--- src/rtl/div_ctrl_pkg.sv ---
// Shared execution-stage definitions for the divider front end:
// FSM encodings, bypass constants and core result field positions.
package div_ctrl_pkg;

  localparam int XLEN = 32;

  typedef enum logic [2:0] {
    ST_IDLE  = 3'd0,
    ST_ISSUE = 3'd1,
    ST_WAIT  = 3'd2,
    ST_DONE  = 3'd3,
    ST_DRAIN = 3'd4
  } div_state_t;

  localparam logic [XLEN-1:0] DIV0_QUOT = 32'hFFFF_FFFF;
  localparam logic [XLEN-1:0] INT_MIN   = 32'h8000_0000;
  localparam logic [XLEN-1:0] NEG_ONE   = 32'hFFFF_FFFF;

  // Core result bus: quotient in the upper half, remainder in the lower half.
  localparam int QUOT_LSB = XLEN;
  localparam int REM_LSB  = 0;

endpackage

--- src/rtl/div_ctrl_if.sv ---
// Bundle between EX issue logic / divider core and the divider front end.
// slave is the div_ctrl view, master is the environment view.
interface div_ctrl_if #(
  parameter int DATA_WIDTH = 32
);
  logic                    flush;
  logic                    op_valid_i;
  logic                    op_signed_i;
  logic                    op_rem_i;
  logic [DATA_WIDTH-1:0]   op_src1_i;
  logic [DATA_WIDTH-1:0]   op_src2_i;
  logic                    stall_o;
  logic                    result_valid_o;
  logic [DATA_WIDTH-1:0]   result_o;
  logic                    timeout_o;
  logic [DATA_WIDTH-1:0]   div_dividend_o;
  logic [DATA_WIDTH-1:0]   div_divisor_o;
  logic                    div_dividend_valid_o;
  logic                    div_divisor_valid_o;
  logic                    div_signed_o;
  logic                    div_ready_i;
  logic [2*DATA_WIDTH-1:0] div_result_i;

  modport slave (
    input  flush, op_valid_i, op_signed_i, op_rem_i, op_src1_i, op_src2_i,
           div_ready_i, div_result_i,
    output stall_o, result_valid_o, result_o, timeout_o,
           div_dividend_o, div_divisor_o, div_dividend_valid_o,
           div_divisor_valid_o, div_signed_o
  );

  modport master (
    output flush, op_valid_i, op_signed_i, op_rem_i, op_src1_i, op_src2_i,
           div_ready_i, div_result_i,
    input  stall_o, result_valid_o, result_o, timeout_o,
           div_dividend_o, div_divisor_o, div_dividend_valid_o,
           div_divisor_valid_o, div_signed_o
  );
endinterface

--- src/rtl/div_special_detect.sv ---
// Flags operand pairs the divider core must not see (zero divisor,
// signed INT_MIN / -1) and produces the architectural bypass results.
module div_special_detect
  import div_ctrl_pkg::*;
#(
  parameter int DATA_WIDTH = XLEN
) (
  input  logic [DATA_WIDTH-1:0] src1,
  input  logic [DATA_WIDTH-1:0] src2,
  input  logic                  is_signed,
  output logic                  div_zero,
  output logic                  overflow,
  output logic [DATA_WIDTH-1:0] bypass_quot,
  output logic [DATA_WIDTH-1:0] bypass_rem
);

  always_comb begin
    div_zero    = (src2 == '0);
    overflow    = is_signed && (src1 == INT_MIN) && (src2 == NEG_ONE);
    bypass_quot = div_zero ? DIV0_QUOT : INT_MIN;
    bypass_rem  = div_zero ? src1 : '0;
  end

endmodule

--- src/rtl/div_ctrl.sv ---
// Execute-stage divider front end: launches one core request per op, stalls
// until the result returns, bypasses special cases and drains flushed ops.
module div_ctrl
  import div_ctrl_pkg::*;
#(
  parameter int DATA_WIDTH = XLEN,
  parameter int MAX_WAIT   = 64
) (
  input logic     clk,
  input logic     rst,
  div_ctrl_if.slave bus
);

  div_state_t            state;
  logic [DATA_WIDTH-1:0] src1_q;
  logic [DATA_WIDTH-1:0] src2_q;
  logic [DATA_WIDTH-1:0] res_q;
  logic [DATA_WIDTH-1:0] cnt;
  logic                  sgn_q;
  logic                  rem_q;
  logic                  strobe_q;
  logic                  timeout_q;

  logic                  div_zero;
  logic                  overflow;
  logic [DATA_WIDTH-1:0] byp_quot;
  logic [DATA_WIDTH-1:0] byp_rem;
  logic [DATA_WIDTH-1:0] cnt_inc;
  logic                  wait_expired;
  logic                  accept;

  div_special_detect #(.DATA_WIDTH(DATA_WIDTH)) u_detect (
    .src1        (bus.op_src1_i),
    .src2        (bus.op_src2_i),
    .is_signed   (bus.op_signed_i),
    .div_zero    (div_zero),
    .overflow    (overflow),
    .bypass_quot (byp_quot),
    .bypass_rem  (byp_rem)
  );

  assign accept       = (state == ST_IDLE) && bus.op_valid_i && !bus.flush;
  assign cnt_inc      = (cnt == '1) ? cnt : cnt + 1'b1;
  assign wait_expired = (cnt_inc >= DATA_WIDTH'(MAX_WAIT));

  always_ff @(posedge clk or posedge rst) begin
    if (rst) begin
      state     <= ST_IDLE;
      src1_q    <= '0;
      src2_q    <= '0;
      res_q     <= '0;
      cnt       <= '0;
      sgn_q     <= 1'b0;
      rem_q     <= 1'b0;
      strobe_q  <= 1'b0;
      timeout_q <= 1'b0;
    end else begin
      strobe_q <= 1'b0;
      case (state)
        ST_IDLE: begin
          if (accept) begin
            if (div_zero || overflow) begin
              res_q <= bus.op_rem_i ? byp_rem : byp_quot;
              state <= ST_DONE;
            end else begin
              src1_q   <= bus.op_src1_i;
              src2_q   <= bus.op_src2_i;
              sgn_q    <= bus.op_signed_i;
              rem_q    <= bus.op_rem_i;
              strobe_q <= 1'b1;
              state    <= ST_ISSUE;
            end
          end
        end
        ST_ISSUE: begin
          cnt   <= '0;
          state <= bus.flush ? ST_DRAIN : ST_WAIT;
        end
        ST_WAIT: begin
          cnt <= cnt_inc;
          // A flush that coincides with the core answer (or expiry) has nothing left to drain.
          if (bus.flush) begin
            state <= (bus.div_ready_i || wait_expired) ? ST_IDLE : ST_DRAIN;
          end else if (bus.div_ready_i) begin
            res_q <= rem_q ? bus.div_result_i[REM_LSB +: DATA_WIDTH]
                           : bus.div_result_i[QUOT_LSB +: DATA_WIDTH];
            state <= ST_DONE;
          end else if (wait_expired) begin
            res_q     <= '0;
            timeout_q <= 1'b1;
            state     <= ST_DONE;
          end
        end
        ST_DRAIN: begin
          cnt <= cnt_inc;
          if (bus.div_ready_i || wait_expired) state <= ST_IDLE;
        end
        ST_DONE: begin
          res_q <= '0;
          state <= ST_IDLE;
        end
        default: state <= ST_IDLE;
      endcase
    end
  end

  assign bus.stall_o              = accept || (state == ST_ISSUE) ||
                                    (state == ST_WAIT) || (state == ST_DRAIN);
  assign bus.result_valid_o       = (state == ST_DONE) && !bus.flush;
  assign bus.result_o             = res_q;
  assign bus.timeout_o            = timeout_q;
  assign bus.div_dividend_o       = src1_q;
  assign bus.div_divisor_o        = src2_q;
  assign bus.div_dividend_valid_o = strobe_q;
  assign bus.div_divisor_valid_o  = strobe_q;
  assign bus.div_signed_o         = sgn_q;

endmodule
--- src/flat_wrapper.sv ---
// flat-port wrapper written by rule: the top's interface ports become plain ports
module div_ctrl_flat import div_ctrl_pkg::*;
#(
  parameter int DATA_WIDTH = XLEN,
  parameter int MAX_WAIT   = 64
)
  (clk, rst, bus_flush, bus_op_valid_i, bus_op_signed_i, bus_op_rem_i, bus_op_src1_i, bus_op_src2_i, bus_div_ready_i, bus_div_result_i, bus_stall_o, bus_result_valid_o, bus_result_o, bus_timeout_o, bus_div_dividend_o, bus_div_divisor_o, bus_div_dividend_valid_o, bus_div_divisor_valid_o, bus_div_signed_o);
  div_ctrl_if #(.DATA_WIDTH(DATA_WIDTH)) bus_i ();
  input logic clk;
  input logic rst;
  input wire logic [$bits(bus_i.flush)-1:0] bus_flush;
  input wire logic [$bits(bus_i.op_valid_i)-1:0] bus_op_valid_i;
  input wire logic [$bits(bus_i.op_signed_i)-1:0] bus_op_signed_i;
  input wire logic [$bits(bus_i.op_rem_i)-1:0] bus_op_rem_i;
  input wire logic [$bits(bus_i.op_src1_i)-1:0] bus_op_src1_i;
  input wire logic [$bits(bus_i.op_src2_i)-1:0] bus_op_src2_i;
  input wire logic [$bits(bus_i.div_ready_i)-1:0] bus_div_ready_i;
  input wire logic [$bits(bus_i.div_result_i)-1:0] bus_div_result_i;
  output wire logic [$bits(bus_i.stall_o)-1:0] bus_stall_o;
  output wire logic [$bits(bus_i.result_valid_o)-1:0] bus_result_valid_o;
  output wire logic [$bits(bus_i.result_o)-1:0] bus_result_o;
  output wire logic [$bits(bus_i.timeout_o)-1:0] bus_timeout_o;
  output wire logic [$bits(bus_i.div_dividend_o)-1:0] bus_div_dividend_o;
  output wire logic [$bits(bus_i.div_divisor_o)-1:0] bus_div_divisor_o;
  output wire logic [$bits(bus_i.div_dividend_valid_o)-1:0] bus_div_dividend_valid_o;
  output wire logic [$bits(bus_i.div_divisor_valid_o)-1:0] bus_div_divisor_valid_o;
  output wire logic [$bits(bus_i.div_signed_o)-1:0] bus_div_signed_o;
  assign bus_i.flush = bus_flush;
  assign bus_i.op_valid_i = bus_op_valid_i;
  assign bus_i.op_signed_i = bus_op_signed_i;
  assign bus_i.op_rem_i = bus_op_rem_i;
  assign bus_i.op_src1_i = bus_op_src1_i;
  assign bus_i.op_src2_i = bus_op_src2_i;
  assign bus_i.div_ready_i = bus_div_ready_i;
  assign bus_i.div_result_i = bus_div_result_i;
  assign bus_stall_o = bus_i.stall_o;
  assign bus_result_valid_o = bus_i.result_valid_o;
  assign bus_result_o = bus_i.result_o;
  assign bus_timeout_o = bus_i.timeout_o;
  assign bus_div_dividend_o = bus_i.div_dividend_o;
  assign bus_div_divisor_o = bus_i.div_divisor_o;
  assign bus_div_dividend_valid_o = bus_i.div_dividend_valid_o;
  assign bus_div_divisor_valid_o = bus_i.div_divisor_valid_o;
  assign bus_div_signed_o = bus_i.div_signed_o;
  div_ctrl #(.DATA_WIDTH(DATA_WIDTH), .MAX_WAIT(MAX_WAIT)) u_core (.clk(clk), .rst(rst), .bus(bus_i));
endmodule
--- config.mk ---
export PLATFORM = sky130hd
export DESIGN_NAME = div_ctrl_flat
export DESIGN_NICKNAME = d
export VERILOG_FILES = /design/src/rtl/div_ctrl_pkg.sv /design/src/rtl/div_ctrl_if.sv /design/src/rtl/div_special_detect.sv /design/src/rtl/div_ctrl.sv /design/src/flat_wrapper.sv
export SDC_FILE = /design/constraint.sdc
export NUM_CORES = 1
export LEC_CHECK = 0
export ABC_AREA = 1
export CAP_MARGIN = 40
export CORE_ASPECT_RATIO = 0.8
export CORE_UTILIZATION = 28
export DETAILED_ROUTE_END_ITERATION = 6
export HOLD_SLACK_MARGIN = 0.02
export SETUP_SLACK_MARGIN = 0.5
export SKIP_CTS_REPAIR_TIMING = 1
export SYNTH_ARGS = -nofsm -noshare
export SYNTH_HDL_FRONTEND = slang
export SYNTH_SLANG_ARGS = --single-unit
export TNS_END_PERCENT = 50
--- constraint.sdc ---
create_clock -name clk -period 9.8 [get_ports clk]
set_clock_uncertainty 0.05 [all_clocks]
set_input_delay 1.96 -clock clk [delete_from_list [all_inputs] [get_ports clk]]
set_output_delay 1.96 -clock clk [all_outputs]
set_load 0.1 [all_outputs]
==> impl_results.html, run 1 <==
<table>
<tr><th>Metric</th><th>Value</th></tr>
<tr><th colspan="2">Outcome</th></tr>
<tr><td>Run status</td><td>complete, no violations</td></tr>
<tr><th colspan="2">Timing</th></tr>
<tr><td>Final setup fails</td><td>0</td></tr>
<tr><td>Final hold vios</td><td>0</td></tr>
<tr><td>Shortest period the worst path allows</td><td>5.61 ns</td></tr>
<tr><td>Total negative slack for setup checks</td><td>0 ns</td></tr>
<tr><td>Slew HR</td><td>0.446</td></tr>
<tr><td>Final max-slew violation count</td><td>0</td></tr>
<tr><td>Hold WS</td><td>roughly 0.42 ns</td></tr>
<tr><td>Tightest Pin Transition</td><td>just over 0.8 ns</td></tr>
<tr><td>FMAX</td><td>178 MHz</td></tr>
<tr><td>Setup repair after global routing missed its margin</td><td>no</td></tr>
<tr><td>Fin crit share</td><td>0.573</td></tr>
<tr><th colspan="2">Floorplan</th></tr>
<tr><td>Core Region</td><td>roughly 27000 µm²</td></tr>
<tr><td>Die footprint</td><td>~28000 µm²</td></tr>
<tr><td>Height of the die</td><td>between 100 and 150 µm</td></tr>
<tr><td>Number of cell rows</td><td>53</td></tr>
<tr><td>Effective utilization at floorplan</td><td>0.288</td></tr>
<tr><td>Boundary pin count</td><td>237</td></tr>
<tr><td>Horizontal die dimension</td><td>between 150 and 200 µm</td></tr>
<tr><th colspan="2">Clocking</th></tr>
<tr><td>CTS tree</td><td>built</td></tr>
<tr><td>Clock transition at the register clock pins on the worst setup and hold paths after CTS</td><td>about 0.06 ns</td></tr>
<tr><td>H-Tree Level Count</td><td>4</td></tr>
<tr><td>Root Buffer Master</td><td>sky130_fd_sc_hd__clkbuf_16</td></tr>
<tr><td>CTS Sinks</td><td>approximately 140</td></tr>
<tr><td>CTS buffer count</td><td>17</td></tr>
<tr><td>Deepest clock path buffer count</td><td>2</td></tr>
<tr><td>Clock Latency Late Sink</td><td>~0.43 ns</td></tr>
<tr><th colspan="2">Routing</th></tr>
<tr><td>Via-to-Cell Ratio</td><td>4.94</td></tr>
<tr><td>Total length of routed wires</td><td>29700 µm</td></tr>
<tr><td>Post-detailed-route wirelength per cell</td><td>roughly 17 µm</td></tr>
<tr><td>Detailed Routing Iterations Pass 1</td><td>6</td></tr>
<tr><td>Total via count after detailed routing</td><td>between 8000 and 9000</td></tr>
<tr><td>DRC violation total after the first TritonRoute iteration</td><td>584</td></tr>
<tr><td>Residual antenna-violating net count after detailed routing</td><td>0</td></tr>
<tr><td>Post-route DRC violation count</td><td>0</td></tr>
<tr><th colspan="2">Layout</th></tr>
<tr><td>Layout overhead on the synthesized area</td><td>72.5%</td></tr>
<tr><td>Commonest non-fill, non-tap cell in the layout</td><td>sky130_fd_sc_hd__nand2_1</td></tr>
<tr><td>Final net count</td><td>1490</td></tr>
<tr><td>Share of cells above drive strength 1</td><td>0.127</td></tr>
<tr><td>Leading cell types in the layout, fill and taps excluded</td><td>341 x sky130_fd_sc_hd__nand2_1, 236 x sky130_fd_sc_hd__clkdlybuf4s50_1, 134 x sky130_fd_sc_hd__dfrtp_1</td></tr>
<tr><th colspan="2">Setup path</th></tr>
<tr><td>Endpoint type of the worst setup path</td><td>primary output</td></tr>
<tr><td>Slowest stage delay, CP</td><td>roughly 0.60 ns</td></tr>
<tr><td>Crit-path max FO</td><td>6</td></tr>
<tr><td>Most Frequent Cell on Critical Path</td><td>sky130_fd_sc_hd__clkdlybuf4s50_1</td></tr>
<tr><td>Worst Setup Path Type</td><td>in -&gt; out</td></tr>
<tr><td>Critical path data required time</td><td>7.79 ns</td></tr>
<tr><td>Critical-path cell with the highest stage delay</td><td>sky130_fd_sc_hd__clkdlybuf4s50_1</td></tr>
<tr><td>WP data arrival</td><td>3.60 ns</td></tr>
<tr><td>Startpoint class of the critical path</td><td>input port</td></tr>
<tr><td>CP Buf/Inv Count</td><td>4</td></tr>
<tr><td>Delay-heaviest family, CP</td><td>buffers and inverters</td></tr>
<tr><td>Cell chain of the critical path</td><td>clkdlybuf4s50_1 &gt; inv_1 &gt; nand3_2 &gt; nand2_1 &gt; clkdlybuf4s50_1 &gt; buf_16</td></tr>
<tr><th colspan="2">Global route</th></tr>
<tr><td>Wire length of the first global-routing pass</td><td>46600 µm</td></tr>
<tr><td>Grt met3 use</td><td>0.0403</td></tr>
<tr><td>Most crowded layer after global routing</td><td>met2</td></tr>
<tr><td>Largest net degree at the start of global routing</td><td>72</td></tr>
<tr><td>Via count of the first global-routing pass</td><td>around 8500</td></tr>
<tr><td>M1 GR Usage</td><td>0.296</td></tr>
<tr><td>Number of antenna violations at the first check in global routing</td><td>1</td></tr>
<tr><td>Overall overflow remaining after global route</td><td>0</td></tr>
<tr><td>All-Layer GR Usage</td><td>0.214</td></tr>
<tr><td>Met2 track demand over resource in global routing</td><td>0.332</td></tr>
<tr><th colspan="2">Yosys</th></tr>
<tr><td>Cell type contributing the most total cell area after synthesis</td><td>sky130_fd_sc_hd__dfrtp_1</td></tr>
<tr><td>Ranking of synthesized cells by area</td><td>sky130_fd_sc_hd__dfrtp_1 44%, sky130_fd_sc_hd__nand2_1 17%, sky130_fd_sc_hd__o21ai_0 7.7%</td></tr>
<tr><td>Netlist area before placement</td><td>approximately 7600 µm²</td></tr>
<tr><td>Yosys Warn Count</td><td>0</td></tr>
<tr><td>Net count after synthesis</td><td>1175</td></tr>
<tr><td>Synth unique cells</td><td>36</td></tr>
<tr><td>Sequential-to-total area share from yosys stat</td><td>0.442</td></tr>
<tr><td>Number of instances in the synthesized netlist</td><td>just over 1000</td></tr>
<tr><td>Share of the synthesized area in the top cell type</td><td>0.442</td></tr>
<tr><td>Post-Synthesis Mean Instance Area</td><td>7.36 µm²</td></tr>
<tr><td>Synthesis-stage register bit count</td><td>135</td></tr>
<tr><th colspan="2">Power and ir drop</th></tr>
<tr><td>Power density of the placed cells</td><td>~360 nW/µm²</td></tr>
<tr><td>Power Internal</td><td>about 0.0024 W</td></tr>
<tr><td>Sw power</td><td>0.00237 W</td></tr>
<tr><td>Relative contribution of sequential cells to total power</td><td>0.180</td></tr>
<tr><td>Maximum vdd ir drop</td><td>approximately 0.32 mV</td></tr>
<tr><td>Switching share of total power</td><td>0.502</td></tr>
<tr><td>Share of total power in combinational logic</td><td>0.688</td></tr>
<tr><td>Clock network power share</td><td>0.132</td></tr>
<tr><td>Static Leak</td><td>approximately 5.9 nW</td></tr>
<tr><th colspan="2">Run</th></tr>
<tr><td>Total of max-cap violations</td><td>0</td></tr>
<tr><th colspan="2">Place</th></tr>
<tr><td>Weighted congestion reported at the end of routability-driven placement</td><td>between 0.9 and 1</td></tr>
<tr><td>Number of input and output port buffers inserted</td><td>around 240</td></tr>
<tr><td>Estimated wirelength of the detail-placed design</td><td>roughly 22000 µm</td></tr>
<tr><th colspan="2">Worst hold path</th></tr>
<tr><td>Type of the most critical hold path</td><td>reg -&gt; reg</td></tr>
</table>
==> metal layers <==
layer	part of all wire	wire, µm	vias up
li1	-	-	4075
met4	0.028	821	0
met2	0.45	13400	349
met1	0.46	13700	4044
met3	0.061	1800	57
met5	0	0	-
==> tightest hold or removal path: cells and delay by family (launching register included) <==
kind	cells	cell delay, ns
and+or+nand+nor	2	0.10
DFF	1	0.34
==> power by group through the flow <==
stage / combinational (W) / sequential, W / clock [W]
4_1_cts: 0.00327 / 0.000852 / 0.000634
2_1_floorplan: 0.000440 / 0.00213 / 0
5_1_grt: 0.00336 / 0.000874 / 0.000657
3_5_place_dp: 0.00326 / 0.000858 / 0
3_3_place_gp: 0.00228 / 0.000880 / 0
6_report: 0.00326 / 0.000852 / 0.000623
==> logic make-up after synthesis <==
family	Yosys count	share of synthesized area
adders and majority gates	1	0.00164
AOI/OAI and AO/OA	173	0.123
DFF	135	0.442
xor gates and xnor gates	5	0.00671
and+or+nand+nor	571	0.316
buffers and inverters	119	0.0645
muxes	35	0.0458
==> final timing paths <==
| check | start | end | slack (ns) | cells after the start |
|---|---|---|---|---|
| setup / recovery | bus_flush | bus_stall_o | 4.19 | 6 |
| hold / removal | u_core.bus.result_o[17] | u_core.bus.result_o[17] | 0.42 | 2 |
| setup reg to reg | u_core.cnt[0] | u_core.bus.result_o[24] | 6.17 | 16 |
| hold reg to reg | u_core.bus.result_o[17] | u_core.bus.result_o[17] | 0.42 | 2 |
| max in group asynchronous | rst | u_core.rem_q | 6.65 | 4 |
| min in group asynchronous | rst | u_core.bus.div_divisor_o[25] | 1.98 | 2 |
==> registers in the layout (all words and copies together), names as in the netlist <==
name,cells
u_core.bus.timeout_o,1
u_core.bus.div_divisor_o,32
u_core.bus.div_dividend_valid_o,1
u_core.rem_q,1
u_core.bus.div_dividend_o,32
u_core.cnt,32
u_core.bus.result_o,32
u_core.bus.div_signed_o,1
u_core.state,3
==> synthesized netlist by cell type <==
library cell / count
sky130_fd_sc_hd__o22ai_1: 43
sky130_fd_sc_hd__nand2_4: 3
sky130_fd_sc_hd__or2_1: 1
sky130_fd_sc_hd__o32ai_1: 1
sky130_fd_sc_hd__nand2_1: 341
sky130_fd_sc_hd__nor4_1: 9
sky130_fd_sc_hd__o21ai_0: 117
sky130_fd_sc_hd__inv_1: 63
sky130_fd_sc_hd__and2_0: 1
sky130_fd_sc_hd__nand2_2: 3
sky130_fd_sc_hd__nor2_2: 7
sky130_fd_sc_hd__nand3_1: 82
sky130_fd_sc_hd__buf_6: 4
sky130_fd_sc_hd__buf_2: 7
sky130_fd_sc_hd__ha_1: 1
sky130_fd_sc_hd__o21a_1: 3
sky130_fd_sc_hd__nor2_4: 2
sky130_fd_sc_hd__o211ai_1: 1
sky130_fd_sc_hd__o21bai_1: 1
sky130_fd_sc_hd__nand3_4: 1
sky130_fd_sc_hd__nor2_8: 1
sky130_fd_sc_hd__a21o_1: 1
sky130_fd_sc_hd__nor3_1: 7
sky130_fd_sc_hd__dfrtp_1: 135
sky130_fd_sc_hd__buf_1: 4
sky130_fd_sc_hd__buf_4: 2
sky130_fd_sc_hd__nand4_1: 15
sky130_fd_sc_hd__xor2_1: 4
sky130_fd_sc_hd__inv_2: 3
sky130_fd_sc_hd__xor2_2: 1
sky130_fd_sc_hd__mux2i_1: 35
sky130_fd_sc_hd__or2_2: 3
sky130_fd_sc_hd__clkbuf_1: 36
sky130_fd_sc_hd__a21oi_1: 5
sky130_fd_sc_hd__nor2_1: 95
sky130_fd_sc_hd__a21oi_2: 1
==> final cells by class <==
| class | instances | area (µm²) |
|---|---|---|
| tap | 357 | 447 |
| clock inverter | 13 | 124 |
| clock buffer | 19 | 443 |
| sequential | 135 | 3380 |
| inverter | 66 | 253 |
| antenna | 1 | 2.50 |
| fill | 2440 | 13300 |
| multi-input combinational | 785 | 3790 |
| timing repair buffer | 349 | 4760 |
==> through the flow <==
step,total power [W],instance area [µm²],setup slack [ns],instances,utilization
finish,0.00473,13200,4.19,1725,0.497
global route,0.00490,13200,4.12,1725,0.497
CTS,0.00475,13200,4.19,1724,0.497
detailed placement,0.00411,12600,4.20,1692,0.476
global placement,0.00316,10300,3.80,1585,0.387
floorplan,0.00257,7650,3.77,1039,-
Power figures use the tool's default switching activity.
==> run 2: changes to the inputs <==
==> constraint.sdc (replaced) <==
create_clock -name clk -period 5 [get_ports clk]
set_clock_uncertainty 0.05 [all_clocks]
set_input_delay 1 -clock clk [delete_from_list [all_inputs] [get_ports clk]]
set_output_delay 1 -clock clk [all_outputs]
set_load 0.1 [all_outputs]
==> impl_results.html, run 2 (synthesis gave the netlist of run 1 again) <==
<table>
<tr><th>Metric</th><th>Value</th></tr>
<tr><th colspan="2">Outcome</th></tr>
<tr><td>Run status</td><td>complete, no violations</td></tr>
<tr><th colspan="2">Global route</th></tr>
<tr><td>Number of antenna violations at the first check in global routing</td><td>0 (-1)</td></tr>
<tr><td>All-Layer GR Usage</td><td>0.218 (+0.00456)</td></tr>
<tr><td>Via count of the first global-routing pass</td><td>8477 (-0.29%)</td></tr>
<tr><td>Largest net degree at the start of global routing</td><td>63 (-13%)</td></tr>
<tr><td>Overall overflow remaining after global route</td><td>0 (unchanged)</td></tr>
<tr><td>Wire length of the first global-routing pass</td><td>46900 µm (+0.70%)</td></tr>
<tr><th colspan="2">Routing</th></tr>
<tr><td>Total via count after detailed routing</td><td>8588 (+0.74%)</td></tr>
<tr><td>Via-to-Cell Ratio</td><td>4.98 (+0.80%)</td></tr>
<tr><td>Detailed Routing Iterations Pass 1</td><td>5 (-1)</td></tr>
<tr><td>Total length of routed wires</td><td>30700 µm (+3.3%)</td></tr>
<tr><td>Residual antenna-violating net count after detailed routing</td><td>0 (unchanged)</td></tr>
<tr><td>DRC violation total after the first TritonRoute iteration</td><td>478 (-18%)</td></tr>
<tr><td>Post-route DRC violation count</td><td>0 (unchanged)</td></tr>
<tr><td>Post-detailed-route wirelength per cell</td><td>17.8 µm (+3.3%)</td></tr>
<tr><th colspan="2">Setup path</th></tr>
<tr><td>Delay-heaviest family, CP</td><td>simple AND/OR/NAND/NOR gates</td></tr>
<tr><td>Endpoint type of the worst setup path</td><td>flip-flop</td></tr>
<tr><td>CP Buf/Inv Count</td><td>2 (-2)</td></tr>
<tr><td>Worst Setup Path Type</td><td>reg -&gt; reg</td></tr>
<tr><td>Cell chain of the critical path</td><td>ha_1 &gt; inv_2 &gt; nor2_4 &gt; nand2_4 &gt; nor2_8 &gt; nand3_4 &gt; inv_1 &gt; nor2_1 &gt; nand2_1 &gt; nor2_1 &gt; nand3_1 &gt; nor2_4 &gt; nand2_4 &gt; nand2_4 &gt; nand2_1 &gt; nand2_1</td></tr>
<tr><td>Slowest stage delay, CP</td><td>0.48 ns (-0.12 ns)</td></tr>
<tr><td>Critical-path cell with the highest stage delay</td><td>sky130_fd_sc_hd__dfrtp_1</td></tr>
<tr><td>Critical path data required time</td><td>5.26 ns (-2.53 ns)</td></tr>
<tr><td>Crit-path max FO</td><td>33 (+27)</td></tr>
<tr><td>Startpoint class of the critical path</td><td>flip-flop</td></tr>
<tr><td>WP data arrival</td><td>4.09 ns (+0.49 ns)</td></tr>
<tr><th colspan="2">Power and ir drop</th></tr>
<tr><td>Power Internal</td><td>0.00480 W (+100%)</td></tr>
<tr><td>Relative contribution of sequential cells to total power</td><td>0.179 (about the same)</td></tr>
<tr><td>Static Leak</td><td>5.93 nW (+0.81%)</td></tr>
<tr><td>Sw power</td><td>0.00467 W (+97%)</td></tr>
<tr><td>Share of total power in combinational logic</td><td>0.674 (-0.014)</td></tr>
<tr><td>Switching share of total power</td><td>0.493 (-0.00901)</td></tr>
<tr><td>Maximum vdd ir drop</td><td>0.572 mV (+76%)</td></tr>
<tr><td>Clock network power share</td><td>0.147 (+0.015)</td></tr>
<tr><td>Power density of the placed cells</td><td>715 nW/µm² (+99%)</td></tr>
<tr><th colspan="2">Layout</th></tr>
<tr><td>FILL cells</td><td>2413 (-1.1%)</td></tr>
<tr><td>Post-route cell area</td><td>13300 µm² (+0.48%)</td></tr>
<tr><td>Diodes inserted</td><td>0 (-1)</td></tr>
<tr><td>Final net count</td><td>1490 (unchanged)</td></tr>
<tr><td>Commonest non-fill, non-tap cell in the layout</td><td>sky130_fd_sc_hd__nand2_1</td></tr>
<tr><td>Layout overhead on the synthesized area</td><td>73.4%</td></tr>
<tr><td>Share of cells above drive strength 1</td><td>0.128 (+0.00146)</td></tr>
<tr><td>Leading cell types in the layout, fill and taps excluded</td><td>341 x sky130_fd_sc_hd__nand2_1, 234 x sky130_fd_sc_hd__clkdlybuf4s50_1, 134 x sky130_fd_sc_hd__dfrtp_1</td></tr>
<tr><th colspan="2">Clocking</th></tr>
<tr><td>CTS buffer count</td><td>17 (unchanged)</td></tr>
<tr><td>Clock Latency Late Sink</td><td>0.42 ns (about the same)</td></tr>
<tr><td>H-Tree Level Count</td><td>4 (unchanged)</td></tr>
<tr><td>Root Buffer Master</td><td>sky130_fd_sc_hd__clkbuf_16</td></tr>
<tr><td>Deepest clock path buffer count</td><td>2 (unchanged)</td></tr>
<tr><td>CTS tree</td><td>built</td></tr>
<tr><td>CTS Sinks</td><td>135 (unchanged)</td></tr>
<tr><td>Clock transition at the register clock pins on the worst setup and hold paths after CTS</td><td>0.06 ns (about the same)</td></tr>
<tr><th colspan="2">Timing</th></tr>
<tr><td>Final max-slew violation count</td><td>0 (unchanged)</td></tr>
<tr><td>Slew HR</td><td>0.445 (-0.00141)</td></tr>
<tr><td>Shortest period the worst path allows</td><td>3.84 ns</td></tr>
<tr><td>FMAX</td><td>261 MHz</td></tr>
<tr><td>Total negative slack for setup checks</td><td>0 ns (unchanged)</td></tr>
<tr><td>Final hold vios</td><td>0 (unchanged)</td></tr>
<tr><td>Setup repair after global routing missed its margin</td><td>no</td></tr>
<tr><td>Final setup fails</td><td>0 (unchanged)</td></tr>
<tr><td>Tightest Pin Transition</td><td>0.832 ns (+0.00121 ns)</td></tr>
<tr><td>Fin crit share</td><td>0.767</td></tr>
<tr><th colspan="2">Floorplan</th></tr>
<tr><td>Height of the die</td><td>150 µm (unchanged)</td></tr>
<tr><td>Boundary pin count</td><td>237 (unchanged)</td></tr>
<tr><td>Horizontal die dimension</td><td>187 µm (unchanged)</td></tr>
<tr><td>Number of cell rows</td><td>53 (unchanged)</td></tr>
<tr><td>Die footprint</td><td>28000 µm² (unchanged)</td></tr>
<tr><td>Effective utilization at floorplan</td><td>0.288 (unchanged)</td></tr>
<tr><td>Core Region</td><td>26500 µm² (unchanged)</td></tr>
<tr><th colspan="2">Run</th></tr>
<tr><td>Total of max-cap violations</td><td>0 (unchanged)</td></tr>
<tr><th colspan="2">Place</th></tr>
<tr><td>Weighted congestion reported at the end of routability-driven placement</td><td>0.910 (-1.3%)</td></tr>
<tr><td>Cell area reported after detailed placement</td><td>12600 µm² (-0.35%)</td></tr>
<tr><td>Number of input and output port buffers inserted</td><td>236 (unchanged)</td></tr>
<tr><td>Estimated wirelength of the detail-placed design</td><td>23000 µm (+4.0%)</td></tr>
<tr><th colspan="2">Worst hold path</th></tr>
<tr><td>Type of the most critical hold path</td><td>reg -&gt; reg</td></tr>
</table>
==> run 2: cell count changes in the layout (fill, tap and decap cells not counted), sizes merged <==
cell,before,now
clkinv,3,2
buf,113,115
inv,69,66
clkbuf,19,22
bufinv,1,4
diode,1,0
clkdlybuf4s50,236,234
clkinvlp,6,4
==> run 2: path summary, 6_finish.rpt <==
kind	slack (ns)	start	end	cells past startpoint
setup reg to reg	1.16	u_core.cnt[0]	u_core.bus.result_o[19]	16
hold / removal	0.42	u_core.bus.result_o[1]	u_core.bus.result_o[1]	2
setup / recovery	1.16	u_core.cnt[0]	u_core.bus.result_o[19]	16
max in group asynchronous	2.88	rst	u_core.bus.div_dividend_o[17]	3
min in group asynchronous	1.02	rst	u_core.cnt[22]	2
hold reg to reg	0.42	u_core.bus.result_o[1]	u_core.bus.result_o[1]	2
==> run 2: per-layer routing <==
layer,up-vias,track usage,wire (µm)
met5,-,0,0
met4,0,0.0898,923
met3,59,0.0427,1870
met2,349,0.334,13800
met1,4103,0.302,14100
li1,4077,-,-
==> run 2: per-stage QoR <==
step                      hold slack [ns]  std cells  setup WS, ns  power (W)   util
after global placement              0.405       1588          1.07    0.00622  0.388
after global routing                0.443       1724         0.973    0.00980  0.500
after detailed placement            0.408       1691         0.867    0.00808  0.474
after CTS                           0.423       1723          1.27    0.00951  0.499
final                               0.422       1724          1.16    0.00948  0.500
after floorplan                     0.418       1039         0.887    0.00503      -
==> run 2: worst reg2reg max path, stage by stage (launching register included) <==
cell and delay (ns):
sky130_fd_sc_hd__dfrtp_1 0.48, sky130_fd_sc_hd__ha_1 0.33, sky130_fd_sc_hd__inv_2 0.09, sky130_fd_sc_hd__nor2_4 0.23, sky130_fd_sc_hd__nand2_4 0.12, sky130_fd_sc_hd__nor2_8 0.20, sky130_fd_sc_hd__nand3_4 0.31, sky130_fd_sc_hd__inv_1 0.42
sky130_fd_sc_hd__nor2_1 0.16, sky130_fd_sc_hd__nand2_1 0.10, sky130_fd_sc_hd__nor2_1 0.05, sky130_fd_sc_hd__nand3_1 0.14, sky130_fd_sc_hd__nor2_4 0.08, sky130_fd_sc_hd__nand2_4 0.33, sky130_fd_sc_hd__nand2_4 0.34, sky130_fd_sc_hd__nand2_1 0.20
sky130_fd_sc_hd__nand2_1 0.08
==> run 2: area by class of cell <==
class	count	area (µm²)	area share
well taps	357	447	0.0337
clock buffers	22	484	0.0365
clock inverters	10	165	0.0125
repair buffers	349	4740	0.358
flip-flops and latches	135	3380	0.255
inverters	66	251	0.0190
multi-input cells	785	3790	0.286
==> run 2: power groups by stage <==
stage	clock, W	sequential [W]	combinational, W
after floorplan	0	0.00417	0.000863
after global placement	0	0.00174	0.00448
after detailed placement	0	0.00170	0.00638
after CTS	0.00141	0.00170	0.00641
after global routing	0.00145	0.00175	0.00660
final	0.00139	0.00170	0.00639
==> run 3: changes to the inputs <==
==> constraint.sdc (replaced) <==
create_clock -name clk -period 3.45 [get_ports clk]
set_clock_uncertainty 0.05 [all_clocks]
set_input_delay 0.69 -clock clk [delete_from_list [all_inputs] [get_ports clk]]
set_output_delay 0.69 -clock clk [all_outputs]
set_load 0.1 [all_outputs]
==> impl_results.html, run 3 (synthesis gave the netlist of run 1 again) <==
<table>
<tr><th>Metric</th><th>Value</th></tr>
<tr><th colspan="2">Outcome</th></tr>
<tr><td>Run status</td><td>complete, no violations</td></tr>
<tr><th colspan="2">Global route</th></tr>
<tr><td>Most crowded layer after global routing</td><td>met2</td></tr>
<tr><td>Overall overflow remaining after global route</td><td>0 (unchanged)</td></tr>
<tr><td>Number of antenna violations at the first check in global routing</td><td>0 (unchanged)</td></tr>
<tr><td>Grt met3 use</td><td>0.0495 (+0.00680)</td></tr>
<tr><td>M1 GR Usage</td><td>0.300 (-0.00219)</td></tr>
<tr><td>Largest net degree at the start of global routing</td><td>56 (-11%)</td></tr>
<tr><td>All-Layer GR Usage</td><td>0.205 (-0.0133)</td></tr>
<tr><td>Met2 track demand over resource in global routing</td><td>0.304 (-0.0302)</td></tr>
<tr><td>Wire length of the first global-routing pass</td><td>44600 µm (-4.9%)</td></tr>
<tr><td>Via count of the first global-routing pass</td><td>7815 (-7.8%)</td></tr>
<tr><th colspan="2">Floorplan</th></tr>
<tr><td>Boundary pin count</td><td>237 (unchanged)</td></tr>
<tr><td>Die footprint</td><td>28000 µm² (unchanged)</td></tr>
<tr><td>Horizontal die dimension</td><td>187 µm (unchanged)</td></tr>
<tr><td>Core Region</td><td>26500 µm² (unchanged)</td></tr>
<tr><td>Height of the die</td><td>150 µm (unchanged)</td></tr>
<tr><td>Effective utilization at floorplan</td><td>0.288 (unchanged)</td></tr>
<tr><td>Number of cell rows</td><td>53 (unchanged)</td></tr>
<tr><th colspan="2">Timing</th></tr>
<tr><td>Setup repair after global routing missed its margin</td><td>yes</td></tr>
<tr><td>Fin crit share</td><td>0.820</td></tr>
<tr><td>Final setup fails</td><td>0 (unchanged)</td></tr>
<tr><td>Total negative slack for setup checks</td><td>0 ns (unchanged)</td></tr>
<tr><td>Final hold vios</td><td>0 (unchanged)</td></tr>
<tr><td>Final max-slew violation count</td><td>0 (unchanged)</td></tr>
<tr><td>FMAX</td><td>between 300 and 400 MHz</td></tr>
<tr><td>Slew HR</td><td>0.416 (-0.0287)</td></tr>
<tr><td>Tightest Pin Transition</td><td>0.875 ns (+0.0430 ns)</td></tr>
<tr><td>Shortest period the worst path allows</td><td>around 2.8 ns</td></tr>
<tr><th colspan="2">Clocking</th></tr>
<tr><td>CTS buffer count</td><td>17 (unchanged)</td></tr>
<tr><td>H-Tree Level Count</td><td>4 (unchanged)</td></tr>
<tr><td>Deepest clock path buffer count</td><td>2 (unchanged)</td></tr>
<tr><td>CTS Sinks</td><td>135 (unchanged)</td></tr>
<tr><td>Root Buffer Master</td><td>sky130_fd_sc_hd__clkbuf_16</td></tr>
<tr><td>Clock transition at the register clock pins on the worst setup and hold paths after CTS</td><td>0.06 ns (about the same)</td></tr>
<tr><td>Clock Latency Late Sink</td><td>0.43 ns (about the same)</td></tr>
<tr><td>CTS tree</td><td>built</td></tr>
<tr><th colspan="2">Worst hold path</th></tr>
<tr><td>Type of the most critical hold path</td><td>reg -&gt; reg</td></tr>
<tr><td>Endpoint, Worst Hold</td><td>u_core.bus.result_o[29]</td></tr>
<tr><td>HP Start</td><td>u_core.bus.result_o[29]</td></tr>
<tr><td>Worst Hold Path Cells</td><td>2 (unchanged)</td></tr>
<tr><th colspan="2">Setup path</th></tr>
<tr><td>Critical-path cell with the highest stage delay</td><td>sky130_fd_sc_hd__clkdlybuf4s50_1</td></tr>
<tr><td>Critical path data required time</td><td>3.76 ns (-1.50 ns)</td></tr>
<tr><td>RR Endpoint</td><td>u_core.bus.result_o[0]</td></tr>
<tr><td>Cell chain of the critical path</td><td>clkdlybuf4s50_1 &gt; nand4_1 &gt; nor2_1 &gt; nand2_1 &gt; nor2_2 &gt; nand3_1 &gt; nand2_2 &gt; nand2_1 &gt; a21oi_4 &gt; buf_4 &gt; buf_6 &gt; nand3_1 &gt; nand2_1</td></tr>
<tr><td>WP data arrival</td><td>3.14 ns (-0.95 ns)</td></tr>
<tr><td>Register-to-register setup slack</td><td>0.67 ns (-0.49 ns)</td></tr>
<tr><td>Crit-path max FO</td><td>12 (-64%)</td></tr>
<tr><td>Count of cells along the worst register-to-register path</td><td>15 (-1)</td></tr>
<tr><td>Worst Setup Path Type</td><td>in -&gt; reg</td></tr>
<tr><td>Startpoint class of the critical path</td><td>input port</td></tr>
<tr><td>Slowest stage delay, CP</td><td>0.51 ns (+0.03 ns)</td></tr>
<tr><td>Startpoint of the worst register-to-register path</td><td>u_core.cnt[9]</td></tr>
<tr><td>Endpoint type of the worst setup path</td><td>flip-flop</td></tr>
<tr><td>Most Frequent Cell on Critical Path</td><td>sky130_fd_sc_hd__nand2_1</td></tr>
<tr><th colspan="2">Routing</th></tr>
<tr><td>Detailed Routing Iterations Pass 1</td><td>5 (unchanged)</td></tr>
<tr><td>Total via count after detailed routing</td><td>8268 (-3.7%)</td></tr>
<tr><td>DRC violation total after the first TritonRoute iteration</td><td>615 (+29%)</td></tr>
<tr><td>Total length of routed wires</td><td>29500 µm (-3.7%)</td></tr>
<tr><td>Post-route DRC violation count</td><td>0 (unchanged)</td></tr>
<tr><td>Residual antenna-violating net count after detailed routing</td><td>0 (unchanged)</td></tr>
<tr><td>Via-to-Cell Ratio</td><td>4.95 (-0.67%)</td></tr>
<tr><td>Post-detailed-route wirelength per cell</td><td>17.7 µm (-0.63%)</td></tr>
<tr><th colspan="2">Place</th></tr>
<tr><td>Placed cell count</td><td>1623 (-4.0%)</td></tr>
<tr><td>Weighted congestion reported at the end of routability-driven placement</td><td>0.914 (+0.46%)</td></tr>
<tr><td>Estimated wirelength of the detail-placed design</td><td>21900 µm (-4.9%)</td></tr>
<tr><td>Number of input and output port buffers inserted</td><td>236 (unchanged)</td></tr>
<tr><th colspan="2">Layout</th></tr>
<tr><td>Diodes inserted</td><td>0 (unchanged)</td></tr>
<tr><td>Leading cell types in the layout, fill and taps excluded</td><td>340 x sky130_fd_sc_hd__nand2_1, 141 x sky130_fd_sc_hd__clkdlybuf4s50_1, 132 x sky130_fd_sc_hd__dfrtp_1</td></tr>
<tr><td>Non-Filler Instances</td><td>1671 (-3.1%)</td></tr>
<tr><td>Final net count</td><td>1437 (-3.6%)</td></tr>
<tr><td>Layout overhead on the synthesized area</td><td>49.7%</td></tr>
<tr><td>Share of cells above drive strength 1</td><td>0.180 (+0.0523)</td></tr>
<tr><td>Commonest non-fill, non-tap cell in the layout</td><td>sky130_fd_sc_hd__nand2_1</td></tr>
<tr><th colspan="2">Run</th></tr>
<tr><td>Total of max-cap violations</td><td>0 (unchanged)</td></tr>
<tr><th colspan="2">Power and ir drop</th></tr>
<tr><td>Power density of the placed cells</td><td>990 nW/µm² (+39%)</td></tr>
<tr><td>Static Leak</td><td>5.39 nW (-9.0%)</td></tr>
<tr><td>Maximum vdd ir drop</td><td>0.674 mV (+18%)</td></tr>
<tr><td>Total power of the final layout</td><td>0.0113 W (+20%)</td></tr>
</table>
==> run 3: cell count changes in the layout (fill, tap and decap cells not counted), sizes merged <==
| cell | before | now |
|---|---|---|
| clkdlybuf4s50 | 234 | 141 |
| buf | 115 | 149 |
| clkinv | 2 | 6 |
| clkbuf | 22 | 19 |
| dlymetal6s2s | 0 | 3 |
| bufinv | 4 | 5 |
| clkinvlp | 4 | 3 |
| nand2 | 347 | 348 |
| nor2 | 105 | 106 |
==> run 3: through the flow <==
step                setup WS (ns)  area (µm²)  hold slack (ns)   util
floorplan                  -0.122        7650            0.418      -
global placement          -0.0172       10300            0.407  0.388
detailed placement        -0.0183       10500            0.410  0.395
CTS                         0.163       11100            0.424  0.419
global route                0.458       11400            0.445  0.431
finish                      0.621       11400            0.421  0.431
==> run 3: report_power, final <==
group | leakage, nW | total (W) | switching, W | internal (W)
registers | 1.76 | 0.00246 | 0.000338 | 0.00212
logic | 3.31 | 0.00686 | 0.00529 | 0.00157
clock network | 0.316 | 0.00202 | 0.000720 | 0.00129
==> run 3: cell type report <==
class                      count  area, µm²
multi-input combinational    787       3920
sequential                   135       3380
clock inverter                14        204
inverter                      66        251
clock buffer                  18        439
tap                          357        447
fill                        2680      15100
timing repair buffer         294       2800
==> run 3: worst max-delay path, delay by kind of cell <==
family | cells | cell delay (ns)
simple gates | 9 | 1.26
buf+inv | 3 | 0.84
compound gates | 1 | 0.35
==> run 3: layer usage <==
layer / routed length (µm) / share of wire
met2: 12900 / 0.44
met1: 13900 / 0.47
met4: 407 / 0.014
met5: 0 / 0
met3: 2330 / 0.079
==> run 3: worst max path at each step <==
stage | from | to | slack (ns) | cells after the start
after global routing | bus_op_src2_i[14] | u_core.bus.result_o[17] | 0.46 | 13
after floorplan | u_core.state[2] | bus_result_valid_o | -0.12 | 4
after detailed placement | bus_op_src2_i[31] | u_core.bus.result_o[2] | -0.02 | 12
final | bus_op_src2_i[25] | u_core.bus.result_o[31] | 0.62 | 13
after global placement | bus_op_src1_i[30] | u_core.bus.div_dividend_o[30] | -0.02 | 13
after CTS | u_core.cnt[0] | u_core.bus.result_o[26] | 0.16 | 17
